$ cat src/rtl/risc16_pkg.sv
// rtl/risc16_pkg.sv - shared types and constants for the risc16 memory arbiter
package risc16_pkg;

   typedef enum logic [1:0] {
      ARB_IDLE   = 2'd0,
      ARB_ACCESS = 2'd1,
      ARB_DONE   = 2'd2
   } arb_state_t;

   typedef logic master_id_t;

   localparam logic [15:0] ADDR_ALIGN_MASK = 16'hfffe;

endpackage

$ cat src/rtl/risc16_rr_pick.sv
// rtl/risc16_rr_pick.sv - combinational two-way round-robin pick
module risc16_rr_pick
   import risc16_pkg::*;
(
   input  logic [1:0] req,
   input  master_id_t last,
   output logic       grant_valid,
   output master_id_t grant_id
);

   always_comb begin
      grant_valid = |req;
      grant_id    = 1'b0;
      if (&req) begin
         grant_id = ~last;
      end else if (req[1]) begin
         grant_id = 1'b1;
      end
   end

endmodule

$ cat src/rtl/risc16_mem_arbiter.sv
// rtl/risc16_mem_arbiter.sv - two-master round-robin arbiter for the risc16 memory port
module risc16_mem_arbiter
   import risc16_pkg::*;
#(
   parameter int AW = 16,
   parameter int DW = 16,
   parameter int CW = 8
) (
   input  logic          clk,
   input  logic          rst,
   input  logic          m0_req,
   input  logic          m1_req,
   input  logic          m0_we,
   input  logic          m1_we,
   input  logic [AW-1:0] m0_addr,
   input  logic [AW-1:0] m1_addr,
   input  logic [DW-1:0] m0_wdata,
   input  logic [DW-1:0] m1_wdata,
   output logic          m0_ack,
   output logic          m1_ack,
   output logic [DW-1:0] m0_rdata,
   output logic [DW-1:0] m1_rdata,
   output logic [AW-1:0] mem_addr,
   output logic [DW-1:0] mem_wdata,
   output logic          mem_oe,
   output logic          mem_we,
   input  logic [DW-1:0] mem_rdata,
   output logic          busy,
   output logic [CW-1:0] m0_grants,
   output logic [CW-1:0] m1_grants
);

   arb_state_t    state_q, state_d;
   master_id_t    owner_q, last_q;
   logic [AW-1:0] addr_q;
   logic          we_q;
   logic [DW-1:0] wdata_q;
   logic [DW-1:0] m0_rdata_q, m1_rdata_q;
   logic          m0_ack_q, m1_ack_q;
   logic [CW-1:0] m0_grants_q, m1_grants_q;
   logic          grant_valid;
   master_id_t    grant_id;

   risc16_rr_pick u_pick (
      .req         ({m1_req, m0_req}),
      .last        (last_q),
      .grant_valid (grant_valid),
      .grant_id    (grant_id)
   );

   always_ff @(posedge clk) begin
      if (rst) begin
         state_q <= ARB_IDLE;
      end else begin
         state_q <= state_d;
      end
   end

   always_comb begin
      state_d = state_q;
      case (state_q)
         ARB_IDLE:   if (grant_valid) state_d = ARB_ACCESS;
         ARB_ACCESS: state_d = ARB_DONE;
         ARB_DONE:   state_d = ARB_IDLE;
         default:    state_d = ARB_IDLE;
      endcase
   end

   always_ff @(posedge clk) begin
      if (rst) begin
         owner_q     <= 1'b0;
         last_q      <= 1'b1;
         addr_q      <= '0;
         we_q        <= 1'b0;
         wdata_q     <= '0;
         m0_rdata_q  <= '0;
         m1_rdata_q  <= '0;
         m0_ack_q    <= 1'b0;
         m1_ack_q    <= 1'b0;
         m0_grants_q <= '0;
         m1_grants_q <= '0;
      end else begin
         m0_ack_q <= 1'b0;
         m1_ack_q <= 1'b0;
         case (state_q)
            ARB_IDLE: begin
               if (grant_valid) begin
                  owner_q <= grant_id;
                  addr_q  <= grant_id ? m1_addr  : m0_addr;
                  we_q    <= grant_id ? m1_we    : m0_we;
                  wdata_q <= grant_id ? m1_wdata : m0_wdata;
               end
            end
            ARB_ACCESS: begin
               // Read data is only valid while mem_oe, so it is captured here, not in DONE.
               if (!we_q) begin
                  if (owner_q) m1_rdata_q <= mem_rdata;
                  else         m0_rdata_q <= mem_rdata;
               end
               m0_ack_q <= (owner_q == 1'b0);
               m1_ack_q <= (owner_q == 1'b1);
            end
            ARB_DONE: begin
               if (owner_q) m1_grants_q <= m1_grants_q + 1'b1;
               else         m0_grants_q <= m0_grants_q + 1'b1;
               last_q <= owner_q;
            end
            default: ;
         endcase
      end
   end

   // addr_q/wdata_q only change on a new grant, so the port holds its last values.
   assign mem_addr  = addr_q & AW'(ADDR_ALIGN_MASK);
   assign mem_wdata = wdata_q;
   assign mem_oe    = (state_q == ARB_ACCESS) && !we_q;
   assign mem_we    = (state_q == ARB_ACCESS) && we_q && !rst;
   assign busy      = (state_q != ARB_IDLE);
   assign m0_ack    = m0_ack_q;
   assign m1_ack    = m1_ack_q;
   assign m0_rdata  = m0_rdata_q;
   assign m1_rdata  = m1_rdata_q;
   assign m0_grants = m0_grants_q;
   assign m1_grants = m1_grants_q;

endmodule

$ cat config.mk
export PLATFORM = sky130hd
export DESIGN_NAME = risc16_mem_arbiter
export DESIGN_NICKNAME = d
export VERILOG_FILES = /design/src/rtl/risc16_pkg.sv /design/src/rtl/risc16_rr_pick.sv /design/src/rtl/risc16_mem_arbiter.sv
export SDC_FILE = /design/constraint.sdc
export NUM_CORES = 1
export LEC_CHECK = 0
export ABC_AREA = 0
export CAP_MARGIN = 20
export CORE_MARGIN = 5
export CORE_UTILIZATION = 59
export CTS_CLUSTER_SIZE = 25
export DETAILED_ROUTE_END_ITERATION = 16
export DONT_BUFFER_PORTS = 1
export PLACE_DENSITY_LB_ADDON = 0.15
export SYNTH_ARGS = -nofsm -noshare
export SYNTH_HDL_FRONTEND = slang
export SYNTH_SLANG_ARGS = --single-unit
$ cat constraint.sdc
create_clock -name clk -period 3.6 [get_ports clk]
set_input_delay 0.9 -clock clk [delete_from_list [all_inputs] [get_ports clk]]
set_output_delay 0.9 -clock clk [all_outputs]
set_load 0.01 [all_outputs]
==> impl_metrics.tcl <==
set metrics [dict create \
    n_antenna_cell 0 \
    vias 3018 \
    place_area_sq_um 3490 \
    rows 28 \
    ios 171 \
    ys.flop_type "dfxtp_1" \
    cts_made_buffers 9 \
    rsz0062_at_grt "no" \
    grt_max_degree 86 \
    clk_latency_ps 350 \
    yosysWarnings 0 \
    wl_per_cell_microns 18.03 \
    antenna_left 0 \
    hpwl_mm 5.971 \
    slew_headroom_pct 49.86 \
    hold_viol_final 0 \
    coreArea_sq_um 5851 \
    cts_tree "done" \
    cp.arrival_ps 1460 \
    gr-total-overflow 0 \
    start_util_pct 60.07 \
    post_cts.repair.setup_buffers 0 \
    synth_area_sq_um 3515 \
    finClkSkew_ps 10.37 \
    clock_path_buffers 2 \
    fmax_ghz 0.4239 \
    status "finished clean" \
    synthTopCellsByArea "dfxtp_1, nand2_1, a21oi_1" \
    tns_ps 0 \
    period_minus_slack_ps 2359 \
    die_height_microns 87.18 \
    min_period_over_period_pct 65.53 \
    post_cts_resized 0 \
    fp.dieW_microns 87.18 \
    worstPathRequired_ps 2700 \
    gp_congestion 0.7240 \
    netlist_instances 432 \
    p_leak_nw 1.321 \
    vdd_drop_max_v 0.0003218 \
    stdcell_area_sq_um 3712 \
    yosysTopAreaCellShare_pct 48.99 \
    htree_levels 3 \
    nNetsFinal 499 \
    drive_gt1_share_pct 6.988 \
    grt_usage_pct 23.41 \
    post-place-ws_ps 1450 \
    async_reset_ff_share_pct 0 \
    grt_pass1_wl_mm 14.26 \
    clk_pin_slew_worst_paths_ps 80 \
    avgSynthCellArea_sq_um 8.136 \
    drtIter0Drc 146 \
    synth_cell_types 36 \
    cts_root_buf "clkbuf_8" \
    slew_violations 0 \
    vias_per_cell 6.159 \
    ys_seq_area_share_pct 48.99 \
    io_buffers 0 \
    wl_mm 8.834 \
    synth-seq-cells 86 \
    tightest_slew_ps 747.8 \
    setup_violations 0 \
    first_pass_iters 4 \
    design.die.area_sq_um 7600 \
    grt_pass1_vias 3016 \
    start_kind "flip-flop" \
    cp-end-kind "output pin" \
    syn-num-nets 520 \
    power.density_nw_per_um2 544.7 \
    p_total_mw 2.022 \
    cts.hold.buffers_added 0 \
    hold_path.class "reg -> reg" \
    antenna_found_initial 0 \
    syn2layout_area_growth_pct 5.625 \
    cts.sinks 86 \
    drv_cap 0 \
    crit_path_max_fanout 34 \
    crit_type "reg -> out" \
    synth_edf_count 0 \
    synth_top_cell_by_area "dfxtp_1" \
    drc 0 \
    setup_slack_ps 1241 \
    whs_ps 501.3 \
]
[logic make-up after synthesis]
| logic type | Yosys count | synth area share [%] |
|---|---|---|
| AO/OA/AOI/OAI | 123 | 21.50 |
| XOR/XNOR | 3 | 0.7477 |
| adder cells (fa/ha/maj) | 2 | 0.7119 |
| buffers and inverters | 40 | 5.197 |
| flip-flops | 86 | 48.99 |
| multiplexers | 2 | 0.5696 |
| other | 1 | 0.1067 |
| AND/OR/NAND/NOR | 175 | 22.18 |
[layout by cell type, fill, tap and decap left out, drive strengths merged, types with 3 or more instances in the layout]
| cell | instances |
|---|---|
| nand2 | 133 |
| xor2 | 3 |
| nand4 | 3 |
| nand3 | 4 |
| or4 | 5 |
| dfxtp | 86 |
| nor2 | 10 |
| buf | 5 |
| o31ai | 5 |
| inv | 3 |
| a311oi | 32 |
| a21oi | 76 |
| or3 | 6 |
| o21ai | 8 |
| clkbuf | 12 |
[cells in the mapped netlist (2+ instances only)]
| cell type | count |
|---|---|
| and2_1 | 2 |
| nor2_1 | 10 |
| o31ai_1 | 5 |
| nand3_1 | 4 |
| mux2i_1 | 2 |
| inv_1 | 3 |
| or4_1 | 5 |
| buf_6 | 2 |
| xor2_1 | 3 |
| nand4_1 | 3 |
| buf_1 | 2 |
| buf_2 | 6 |
| nand2_1 | 133 |
| or3_1 | 6 |
| nor3_1 | 2 |
| dfxtp_1 | 86 |
| clkbuf_2 | 2 |
| a21oi_1 | 76 |
| a311oi_1 | 32 |
| buf_4 | 2 |
| ha_1 | 2 |
| clkbuf_1 | 23 |
| o21ai_0 | 8 |
[power by group]
group	switching [mW]	internal, mW	leakage (nW)
registers	0.0797	1.01	0.703
logic	0.110	0.0715	0.509
clock network	0.324	0.426	0.109
total	0.513	1.51	1.32
[layout make-up]
class,instances,area [sq um]
fill,535,2138
sequential,86,1722
multi-input combinational,306,1625
clock buffer,12,155.1
tap,75,93.84
clock inverter,3,67.56
timing repair buffer,5,37.54
inverter,3,11.26
[path summary, 6_finish.rpt]
check	depth (start not counted)	from	endpoint	slack [ps]
worst max-delay path	3	state_q[1]	busy	1240
worst min-delay path	2	m1_rdata[9]	m1_rdata[9]	500
worst min register to register	2	m1_rdata[9]	m1_rdata[9]	500
worst max register to register	6	state_q[1]	mem_wdata[6]	1730
[metrics by stage]
stage / util (%) / std cells
after floorplan: - / 432
after global placement: 59.65 / 475
after detailed placement: 59.65 / 475
after CTS: 63.45 / 490
after global routing: 63.45 / 490
final: 63.45 / 490
[sequential cells by signal, indices dropped and copies added (netlist names), 2 cells and up]
register   flops
m0_grants      8
addr_q        15
mem_wdata     16
state_q        2
m1_rdata      16
m0_rdata      16
m1_grants      8
[worst max-delay path, stage by stage (launching register included)]
cell and delay, ps:
dfxtp_1 430, nor2_2 140, buf_4 330, inv_1 200
[layer usage]
metal	track usage [%]	wire [microns]	vias up
li1	-	-	1458
met1	25.96	3288	1401
met2	37.89	4177	138
met3	10.41	1128	21
met4	11.99	239	0
met5	0	0	-
No activity file was read; power rests on OpenSTA's default activity.
